### src/rtl/vector_op_sched.sv
// vector_op_sched: queues four-operand jobs, runs each on one vector_op accelerator over Avalon-MM, streams back sum or timeout abort.
// Latency 9 cycles + accelerator run per job, +1 per waitrequest cycle; a held result blocks the next job while the FIFO keeps filling.

module vector_op_sched_fifo #(
  parameter int WIDTH = 128,
  parameter int DEPTH = 4
) (
  input  logic                   clk,
  input  logic                   rst,
  input  logic                   push,
  input  logic [WIDTH-1:0]       push_dat,
  input  logic                   pop,
  output logic [WIDTH-1:0]       pop_dat,
  output logic [$clog2(DEPTH):0] count
);
  localparam int AW = $clog2(DEPTH);

  logic [WIDTH-1:0] mem [DEPTH];
  logic [AW-1:0]    wr_ptr;
  logic [AW-1:0]    rd_ptr;

  assign pop_dat = mem[rd_ptr];

  always_ff @(posedge clk or posedge rst) begin
    if (rst) begin
      wr_ptr <= '0;
      rd_ptr <= '0;
      count  <= '0;
    end else begin
      if (push) wr_ptr <= wr_ptr + 1'b1;
      if (pop)  rd_ptr <= rd_ptr + 1'b1;
      case ({push, pop})
        2'b10:   count <= count + 1'b1;
        2'b01:   count <= count - 1'b1;
        default: count <= count;
      endcase
    end
  end

  always_ff @(posedge clk) begin
    if (push) mem[wr_ptr] <= push_dat;
  end
endmodule

module vector_op_sched #(
  parameter int ADDRESS_WIDTH = 3,
  parameter int FIFO_DEPTH    = 4,
  parameter int TIMEOUT       = 1023
) (
  input  logic                     clk,
  input  logic                     rst,
  input  logic                     job_valid,
  output logic                     job_ready,
  input  logic [127:0]             job_data,
  output logic                     res_valid,
  input  logic                     res_ready,
  output logic [31:0]              res_data,
  output logic                     res_error,
  output logic [ADDRESS_WIDTH-1:0] m_address,
  output logic                     m_read,
  input  logic [31:0]              m_readdata,
  output logic                     m_write,
  output logic [31:0]              m_writedata,
  input  logic                     m_waitrequest,
  input  logic                     done_irq,
  output logic                     busy
);
  typedef struct packed {
    logic [31:0] op5;
    logic [31:0] op4;
    logic [31:0] op3;
    logic [31:0] op2;
  } job_t;

  typedef enum logic [2:0] {
    S_INIT, S_IDLE, S_LOAD, S_START, S_WAIT, S_READ, S_CLEAR, S_OUT
  } state_t;

  localparam int CW  = $clog2(TIMEOUT + 1);
  localparam int FCW = $clog2(FIFO_DEPTH) + 1;

  state_t         state_q, state_d;
  logic           live_q;
  logic [1:0]     idx_q, idx_d;
  logic [CW-1:0]  cnt_q, cnt_d;
  job_t           job_q, job_d;
  logic [127:0]   fifo_dat;
  logic [FCW-1:0] fifo_cnt;
  logic [31:0]    res_data_d;
  logic           res_error_d;
  logic           push;
  logic           pop;
  logic           xfer_ok;

  // live_q keeps the FIFO closed and the bus quiet until the first edge after reset
  assign job_ready = live_q && (fifo_cnt < FCW'(FIFO_DEPTH));
  assign push      = job_valid && job_ready;
  assign busy      = (state_q != S_IDLE) || (fifo_cnt != '0);
  assign res_valid = (state_q == S_OUT);
  assign xfer_ok   = !m_waitrequest;

  vector_op_sched_fifo #(.WIDTH(128), .DEPTH(FIFO_DEPTH)) u_job_fifo (
    .clk      (clk),
    .rst      (rst),
    .push     (push),
    .push_dat (job_data),
    .pop      (pop),
    .pop_dat  (fifo_dat),
    .count    (fifo_cnt)
  );

  always_ff @(posedge clk or posedge rst) begin
    if (rst) begin
      state_q   <= S_INIT;
      live_q    <= 1'b0;
      idx_q     <= '0;
      cnt_q     <= '0;
      job_q     <= '0;
      res_data  <= '0;
      res_error <= 1'b0;
    end else begin
      state_q   <= state_d;
      live_q    <= 1'b1;
      idx_q     <= idx_d;
      cnt_q     <= cnt_d;
      job_q     <= job_d;
      res_data  <= res_data_d;
      res_error <= res_error_d;
    end
  end

  always_comb begin
    state_d     = state_q;
    idx_d       = idx_q;
    cnt_d       = cnt_q;
    job_d       = job_q;
    res_data_d  = res_data;
    res_error_d = res_error;
    pop         = 1'b0;
    m_read      = 1'b0;
    m_write     = 1'b0;
    m_address   = '0;
    m_writedata = '0;
    case (state_q)
      S_INIT: begin
        m_write = live_q;
        if (live_q && xfer_ok) state_d = S_IDLE;
      end
      S_IDLE: begin
        if (fifo_cnt != '0) begin
          pop     = 1'b1;
          job_d   = fifo_dat;
          idx_d   = '0;
          state_d = S_LOAD;
        end
      end
      S_LOAD: begin
        m_write   = 1'b1;
        m_address = ADDRESS_WIDTH'({1'b0, idx_q} + 3'd2);
        case (idx_q)
          2'd0:    m_writedata = job_q.op2;
          2'd1:    m_writedata = job_q.op3;
          2'd2:    m_writedata = job_q.op4;
          default: m_writedata = job_q.op5;
        endcase
        if (xfer_ok) begin
          idx_d = idx_q + 1'b1;
          if (idx_q == 2'd3) state_d = S_START;
        end
      end
      S_START: begin
        m_write     = 1'b1;
        m_writedata = 32'd1;
        if (xfer_ok) begin
          cnt_d   = '0;
          state_d = S_WAIT;
        end
      end
      S_WAIT: begin
        // done_irq is checked first so a completion on the final cycle still wins
        cnt_d = cnt_q + 1'b1;
        if (done_irq) begin
          state_d = S_READ;
        end else if (cnt_d == CW'(TIMEOUT)) begin
          res_data_d  = '1;
          res_error_d = 1'b1;
          state_d     = S_CLEAR;
        end
      end
      S_READ: begin
        m_read    = 1'b1;
        m_address = ADDRESS_WIDTH'(1);
        if (xfer_ok) begin
          res_data_d  = m_readdata;
          res_error_d = 1'b0;
          state_d     = S_CLEAR;
        end
      end
      S_CLEAR: begin
        m_write = 1'b1;
        if (xfer_ok) state_d = S_OUT;
      end
      S_OUT: begin
        if (res_ready) state_d = S_IDLE;
      end
      default: state_d = S_INIT;
    endcase
  end
endmodule

### config.mk
export PLATFORM = sky130hd
export DESIGN_NAME = vector_op_sched
export DESIGN_NICKNAME = d
export VERILOG_FILES = /design/src/rtl/vector_op_sched.sv
export SDC_FILE = /design/constraint.sdc
export NUM_CORES = 1
export LEC_CHECK = 0
export ABC_CLOCK_PERIOD_IN_PS = 8119
export BUFFER_PORTS_ARGS = -buffer_cell sky130_fd_sc_hd__clkbuf_2
export CAP_MARGIN = 20
export CORE_AREA = 2 2 281 283
export CTS_BUF_LIST = sky130_fd_sc_hd__clkbuf_2
export DETAILED_ROUTE_END_ITERATION = 7
export DIE_AREA = 0 0 283 285
export PLACE_DENSITY = 0.52
export REMOVE_ABC_BUFFERS = 1
export SLEW_MARGIN = 5
export SYNTH_ARGS = -nofsm -noshare
export SYNTH_HDL_FRONTEND = slang
export SYNTH_SLANG_ARGS = --single-unit
### constraint.sdc
create_clock -name clk -period 8.12 [get_ports clk]
set_input_delay 2.03 -clock clk [delete_from_list [all_inputs] [get_ports clk]]
set_output_delay 2.03 -clock clk [all_outputs]
set_load 0.01 [all_outputs]
# After elaboration in Yosys (flattened, before gate mapping)
# Memories as Yosys holds them, arrays and structs flattened. A register that Yosys moved wholly into a read port is not among the register bits.
# Cells that the tools add are included.
# totals
register_bits,56
ramBits,512
input_bits,166
output_inout_bits,73
wordCells,95
mem_count,1
# op_classes
addsub,7
n_lt_le_gt_ge,1
n_eq_ne,25
n_mux,34
n_reduce_logical,18
# memory_table
memory,depth,word_bits,rd,rd_ports_with_merged_regs,wr,line,source
u_job_fifo.mem,4,128,1,1,1,18,logic [WIDTH-1:0] mem [DEPTH];
# op_table
operator,n
$pmux 32 s2,2
$mux 32,3
$pmux 32 s3,1
$mux 3,10
$pmux 3 s8,1
$pmux 10 s2,1
$ne 2x2->1 const B,9
$eq 3x3->1 const B,4
$pmux 3 s2,2
$add 10x1->10 const B,1
$eq 10x10->1 const B,1
$mux 10,1
$reduce_and 9->1,1
$mux 1,8
$reduce_bool 2->1,4
$add 2x1->2 const B,3
$eq 2x2->1 const B,3
$eq 3x2->1 const B,2
$eq 2x1->1 const B,2
$mux 2,2
$pmux 1 s2,2
$pmux 2 s2,1
$reduce_and 2->1,2
$reduce_and 4->1,1
16 further kinds,18

# Longest topological paths before layout
# Gate-level depths: netlist of run 1.
# logic_depth
word_depth,5
depth_mapped,10
ltp_nobuf,9

# By module
# Synthesis of run 1 repeated with hierarchy kept, for this count alone.
# unflattened
cells_unflattened,1337
hier_area_um2,26753.2
# modules_own_cells
module,instances,cells_each,area_each_um2
vector_op_sched_fifo,1,704,18859.3
vector_op_sched,1,633,7893.8

# Worst setup path before layout of run 1
# No wires, ideal clock.
# synth_timing
kind,input to register
startpoint,input port job_valid
endpoint,memory u_job_fifo.mem[1][0] (enable)
arrival_time_ns,5.027
required_time_ns,7.617
setup_slack_ns,2.590
stages,1
path_cell_list,and3_1
# synth_between
elab_chain_cells,3
# synth_rtl
item,line,source
from (decl),52,"input logic job_valid,"
$logic_and 1x1->1,97,assign push = job_valid && job_ready;
$mux 1,41,if (push) mem[wr_ptr] <= push_dat;
$mux 1 (not written as such),41,
to (decl),18,
# Every way passes these cells.

# Worst setup path after layout of run 1
# layout_timing
startpoint,register idx_q[1]
endpoint,output port m_writedata[6]
# layout_between
elab_chain_cells,3
elab_cells_between_ends,5
classes_between,eq/ne (2); mux (2); reduce/logical (1)
# layout_rtl
item,line,source
from (decl),84,"logic [1:0] idx_q, idx_d;"
from (signal assigned),124,idx_q <= idx_d;
$eq 2x2->1 (tied with other cells),160,case (idx_q)
$pmux 32 s3 (*),160,
$pmux 32 s2 (*),144,case (state_q)
to (decl),63,"output logic [31:0] m_writedata,"
# Mark *: on every way between the ends. The rest lies on a longest branch, timed or not.

==> results.py, run 1 <==
metrics = {
    "outcome": {
        "outcome": "finished clean",
    },
    "drt": {
        "ant_nets": 0,
        "drtPass1Iterations": 5,
        "drtIter0Drc": 823,
        "vias_per_cell": 4.86,
        "vias": 14400,
        "drt-total-wl_microns": 61900,
        "drc": 0,
        "avgRoutedWirePerCell_microns": 21.0,
    },
    "cts": {
        "post_cts_buffers": 0,
        "cts_tree": "built",
        "path_clk_slew_ns": 0.09,
        "ctsHoldBuffers": 0,
        "cts_buffers": 184,
        "cts.path.max_buffers": 3,
        "cts-root-buf": "clkbuf_2",
        "htree_levels": 4,
        "clock-sinks": 696,
        "clock_latency_ns": 1.32,
        "cts_resized": 0,
    },
    "critical_path": {
        "required_ns": 6.09,
        "worstPathMaxFanout": 32,
        "cp-end-kind": "primary output",
        "crit_top_cell": "nor2_1",
        "crit_chain": "inv_1, ha_2, a222oi_1, nor2_1, a21oi_1, nor2_1, clkbuf_2",
        "r2r-start": "u_job_fifo.rd_ptr[0]",
        "crit_path_end": "m_writedata[6]",
        "r2r_cells": 4,
        "cp_slowest_cell": "ha_2",
        "crit_type": "flip-flop to primary output",
        "worstSetupStartpoint": "idx_q[1]",
        "r2r_slack_ns": 4.76,
        "critPathMaxStageDelay_ns": 0.96,
        "crit_path_start_kind": "flip-flop",
        "arrival_ns": 3.66,
        "r2r_end": "job_q[103]",
    },
    "yosys": {
        "ys_types": 52,
        "synth_edf_count": 512,
        "synthArstFlopShare": 0.264,
        "ys_ff_latch": 696,
        "ys_top_cells_by_area": "edfxtp_1, dfrtp_1, mux4_2",
        "yosys_warnings": 0,
        "yosys.area.top_type": "edfxtp_1",
        "synthMostInstantiatedCell": "edfxtp_1",
        "syn_inst": 1380,
        "syn_avg_cell_area_sq_um": 19.5,
        "synthTopCellsByCount": "edfxtp_1, dfrtp_1, mux2_2, mux4_2, nor2_1",
        "synth_top_area_frac": 0.572,
        "syn_area_sq_um": 26900,
        "synthFlopType": "edfxtp_1",
        "synth-seq-area-share": 0.743,
    },
    "timing": {
        "max_slew_margin": 0.230,
        "post-route-period-util": 0.701,
        "fin_skew_ns": 0.0920,
        "slew_violations": 0,
        "finalSetupViolations": 0,
        "tightest_slew_ns": 1.16,
        "max_freq_mhz": 176,
        "period_needed_ns": 5.69,
        "hold_slack_ns": 0.503,
        "worst_slack_ns": 2.43,
        "rsz0062_at_grt": "no",
        "hold_violations": 0,
    },
    "grt": {
        "grt_max_degree": 134,
        "grt_usage": 0.156,
        "antenna_found_initial": 12,
        "met1_usage": 0.188,
        "grt_pass1_wl_microns": 94300,
        "grt.overflow.total": 0,
        "grt-busiest-layer": "met2",
        "grt_pass1_vias": 15700,
        "use_met2": 0.261,
        "globalRouteMet3Util": 0.0551,
    },
    "floorplan": {
        "die_w_microns": 283,
        "pin_count": 239,
        "initial_utilization": 0.345,
        "fp.coreArea_sq_um": 78000,
        "row_count": 103,
        "dieArea_sq_um": 80700,
        "die_y_microns": 285,
    },
    "pwr": {
        "p_per_area_nw_per_um2": 326,
        "power.total_mw": 10.1,
        "ir_worst_vdd_uv": 171,
        "leakagePower_nw": 11.5,
    },
    "placed_design": {
        "place_inst": 2606,
        "routabilityCongestion": 0.774,
        "dp_hpwl_microns": 33600,
        "dp_slack_ns": 3.70,
        "postPlaceCellArea_sq_um": 29300,
        "portBuffers": 238,
    },
    "layout": {
        "area_growth_pct": 15.5,
        "nets": 1920,
        "drive_gt1_frac": 0.451,
        "final_cell_area_sq_um": 31100,
        "stdcell_count": 2953,
        "fillers": 7233,
    },
    "hold_path": {
        "hp-class": "flip-flop to flip-flop",
    },
    "job": {
        "maxCapViolCount": 0,
    },
}
## how the worst min path moves through the flow
stage / slack, ns / cells past startpoint / to / start
2_1_floorplan: 0.46 / 1 / u_job_fifo.count[2] / u_job_fifo.count[2]
6_report: 0.50 / 2 / res_data[1] / res_data[1]
4_1_cts: 0.50 / 1 / u_job_fifo.count[2] / u_job_fifo.count[2]
3_3_place_gp: 0.47 / 2 / res_data[0] / res_data[0]
3_5_place_dp: 0.49 / 2 / res_data[5] / res_data[5]
5_1_grt: 0.53 / 1 / u_job_fifo.count[2] / u_job_fifo.count[2]
## sequential cells by signal, indices dropped and copies added (netlist names)
name,cells
u_job_fifo.wr_ptr,2
idx_q,2
u_job_fifo.rd_ptr,2
u_job_fifo.count,3
res_error,1
u_job_fifo.mem,512
job_q,128
cnt_q,10
state_q,3
live_q,1
res_data,32
## report_power, final
part | total (mW) | internal (mW) | switching (mW) | leakage (nW)
registers | 4.94 | 4.48 | 0.455 | 6.85
clock network | 2.48 | 1.05 | 1.43 | 1.36
logic | 2.72 | 1.38 | 1.34 | 3.27
## area by class of cell
cell class | count | area, sq um | area share
sequential | 696 | 20000 | 0.643
multi-input combinational | 590 | 6560 | 0.211
clock buffer | 290 | 1450 | 0.0467
timing repair buffer | 255 | 1360 | 0.0439
tap | 1050 | 1310 | 0.0423
clock inverter | 53 | 323 | 0.0104
inverter | 15 | 63.8 | 0.00205
antenna | 4 | 10.0 | 0.000322
## cell families after synthesis
logic type | after synthesis | synth area share
and+or+nand+nor | 168 | 0.0294
muxes | 290 | 0.173
xor gates and xnor gates | 8 | 0.00261
DFF | 696 | 0.743
other | 1 | 0.000139
buffers and inverters | 94 | 0.0153
AOI/OAI and AO/OA | 111 | 0.0302
adders and majority gates | 12 | 0.00586
## layout by cell type, fill, tap and decap left out, types with 3 or more instances in the layout
master,count
clkinv_1,30
bufinv_16,3
edfxtp_1,512
nand2b_1,5
a21oi_1,37
inv_6,4
mux4_2,128
clkinv_2,8
clkinvlp_4,4
ha_2,3
nor2b_1,3
xnor2_1,3
o21ai_0,20
nand4b_1,3
nand3b_1,3
xor2_1,5
dfrtp_1,182
o31ai_1,4
mux2i_1,34
and3_4,4
ha_1,7
a222oi_1,32
nand2_1,37
a31oi_1,3
nor2_1,77
diode_2,4
inv_1,14
clkbuf_2,528
buf_4,14
nand4_1,3
inv_2,4
nand3_1,4
and2_1,5
mux2_2,128
nand2_2,12
## per-layer routing
layer	routed length [microns]	up-vias
met5	119	-
met4	1020	18
met3	4430	100
met2	30900	443
met1	25500	7417
li1	-	6382
## stage by stage
stage | setup TNS [ns] | util
5_1_grt | 0 | 0.398
3_5_place_dp | 0 | 0.376
3_3_place_gp | 0 | 0.375
6_report | 0 | 0.398
4_1_cts | 0 | 0.398
2_1_floorplan | -77.95 | -
## worst max-delay path, delay by kind of cell, from the launching register on
| kind | cells | cell delay, ns |
|---|---|---|
| buf+inv | 2 | 0.31 |
| simple gates | 2 | 0.37 |
| compound gates | 2 | 0.28 |
| flops | 1 | 0.46 |
| fa+ha+maj | 1 | 0.96 |
Note: power is estimated with default switching activity, not from simulation.
==> run 2: changes to the inputs <==
--- a/config.mk
+++ b/config.mk
@@ -5,14 +5,14 @@
 export SDC_FILE = /design/constraint.sdc
 export NUM_CORES = 1
 export LEC_CHECK = 0
-export ABC_CLOCK_PERIOD_IN_PS = 8119
+export ABC_CLOCK_PERIOD_IN_PS = 4600
 export BUFFER_PORTS_ARGS = -buffer_cell sky130_fd_sc_hd__clkbuf_2
 export CAP_MARGIN = 20
 export CORE_AREA = 2 2 281 283
 export CTS_BUF_LIST = sky130_fd_sc_hd__clkbuf_2
 export DETAILED_ROUTE_END_ITERATION = 7
 export DIE_AREA = 0 0 283 285
-export PLACE_DENSITY = 0.52
+export PLACE_DENSITY = 0.54
 export REMOVE_ABC_BUFFERS = 1
 export SLEW_MARGIN = 5
 export SYNTH_ARGS = -nofsm -noshare
==> constraint.sdc (replaced) <==
create_clock -name clk -period 4.6 [get_ports clk]
set_input_delay 1.15 -clock clk [delete_from_list [all_inputs] [get_ports clk]]
set_output_delay 1.15 -clock clk [all_outputs]
set_load 0.01 [all_outputs]
==> results.py, run 2 (synthesis gave the netlist of run 1 again) <==
metrics = {
    "drt": {
        "wl_met1_microns": 28700,
        "drtPass1Iterations": 6,
        "drtIter0Drc": 926,
        "avgRoutedWirePerCell_microns": 20.3,
        "vias_per_cell": 4.80,
        "drc": 0,
        "met2_length_microns": 30700,
        "routed.top_layer": "met5",
        "drt-total-wl_microns": 63800,
        "ant_nets": 0,
        "wl_met3_microns": 3310,
        "vias": 15100,
    },
    "hold_path": {
        "hp-start": "job_valid",
        "hold_end": "u_job_fifo.wr_ptr[0]",
        "hold_depth": 3,
        "hp-class": "primary input to flip-flop",
    },
    "timing": {
        "hold_slack_ns": 0.299,
        "fin_skew_ns": 0.109,
        "period_needed_ns": 4.32,
        "tightest_slew_ns": 1.02,
        "hold_violations": 0,
        "setup_tns_ns": 0,
        "post-route-period-util": 0.938,
        "max_freq_mhz": 232,
        "worst_slack_ns": 0.283,
        "finalSetupViolations": 0,
        "max_slew_margin": 0.322,
        "slew_violations": 0,
    },
    "outcome": {
        "outcome": "finished clean",
    },
    "critical_path": {
        "r2r_cells": 4,
        "r2r_end": "job_q[84]",
        "worstPathMaxFanout": 6,
        "r2r-start": "state_q[0]",
        "cp-end-kind": "primary output",
        "r2r_slack_ns": 1.68,
        "crit_type": "flip-flop to primary output",
        "arrival_ns": 3.17,
        "crit_path_start_kind": "flip-flop",
        "required_ns": 3.45,
    },
    "pwr": {
        "p_comb_frac": 0.287,
        "leakagePower_nw": 12.3,
        "ir_worst_vdd_uv": 234,
        "p_per_area_nw_per_um2": 556,
        "netSwitchingFraction": 0.320,
        "p_int_mw": 12.5,
        "p_sw_mw": 5.88,
        "p_seq_frac": 0.473,
        "power.total_mw": 18.4,
        "power_frac_clock": 0.240,
    },
    "cts": {
        "path_clk_slew_ns": 0.09,
        "cts-root-buf": "clkbuf_2",
        "cts_tree": "built",
        "cts_buffers": 182,
        "clock-sinks": 696,
        "htree_levels": 4,
        "cts.path.max_buffers": 3,
        "clock_latency_ns": 1.33,
    },
    "layout": {
        "final_common_cell": "clkbuf_2",
        "stdcell_count": 3137,
        "final_cell_mix": "clkbuf_2, edfxtp_1, dfrtp_1",
        "area_growth_pct": 22.9,
        "nets": 2099,
        "drive_gt1_frac": 0.428,
        "reg.largest.list": "u_job_fifo.mem (512), job_q (128), res_data (32)",
        "fillers": 7122,
        "utilization": 0.424,
        "largest-register": "u_job_fifo.mem",
        "final_cell_area_sq_um": 33000,
        "largest_register_ffs": 512,
    },
    "placed_design": {
        "place_inst": 2614,
        "dp_hpwl_microns": 34500,
        "routabilityCongestion": 0.788,
        "postPlaceCellArea_sq_um": 29400,
        "portBuffers": 238,
        "dp_slack_ns": 0.978,
    },
    "grt": {
        "antenna_found_initial": 12,
        "grt.overflow.total": 0,
        "grt_pass1_vias": 16400,
        "grt_max_degree": 129,
        "grt_usage": 0.160,
        "grt_pass1_wl_microns": 97200,
    },
    "floorplan": {
        "initial_utilization": 0.345,
        "pin_count": 239,
        "die_w_microns": 283,
        "fp.coreArea_sq_um": 78000,
        "row_count": 103,
        "die_y_microns": 285,
        "dieArea_sq_um": 80700,
    },
    "job": {
        "maxCapViolCount": 0,
    },
}
-- run 2: cell type report --
type	count	area, sq um	share of cell area
sequential	696	20000	0.605
multi-input combinational	590	6600	0.200
timing repair buffer	436	3290	0.0995
clock buffer	307	1540	0.0465
tap	1050	1310	0.0398
clock inverter	36	243	0.00734
inverter	15	63.8	0.00193
antenna	7	17.5	0.000530
-- run 2: power groups by stage --
| stage | Clock [mW] | Combinational (mW) | Sequential [mW] |
|---|---|---|---|
| 3_3_place_gp | 0 | 5.01 | 8.80 |
| 6_report | 4.41 | 5.27 | 8.69 |
| 2_1_floorplan | 0 | 3.61 | 8.94 |
| 4_1_cts | 4.63 | 5.36 | 8.71 |
| 5_1_grt | 4.96 | 5.74 | 8.85 |
| 3_5_place_dp | 0 | 5.09 | 8.84 |
-- run 2: how the worst max path moves through the flow --
| stage | start | to | slack (ns) | depth (start not counted) |
|---|---|---|---|---|
| floorplan | state_q[0] | u_job_fifo.count[2] | -4.89 | 7 |
| global route | idx_q[0] | m_writedata[20] | -0.02 | 8 |
| finish | idx_q[0] | m_writedata[20] | 0.28 | 8 |
| detailed placement | idx_q[0] | m_writedata[10] | 0.98 | 8 |
| CTS | idx_q[0] | m_writedata[19] | 0.007 | 8 |
| global placement | idx_q[0] | m_writedata[10] | 1.02 | 8 |
-- run 2: layer usage --
layer / vias up / global-route usage
met4: 12 / 0.0574
met5: - / 0
li1: 6730 / -
met1: 7811 / 0.210
met3: 105 / 0.0435
met2: 408 / 0.257
-- run 2: critical path, stage by stage, from the launching register on --
cell and delay, ns:
dfrtp_2 0.41, inv_1 0.15, ha_4 0.26, buf_6 0.18, a222oi_1 0.43, nor2_1 0.10
a21oi_2 0.19, nor2_1 0.08, clkbuf_2 0.14
-- run 2: repair_timing --
item                       CTS  global route
pin swaps                    4             3
hold buffers               163             0
gates resized for setup      8             2
buffers inserted             7             2
hold endpoints to repair   633             0
setup endpoints to repair   32             5
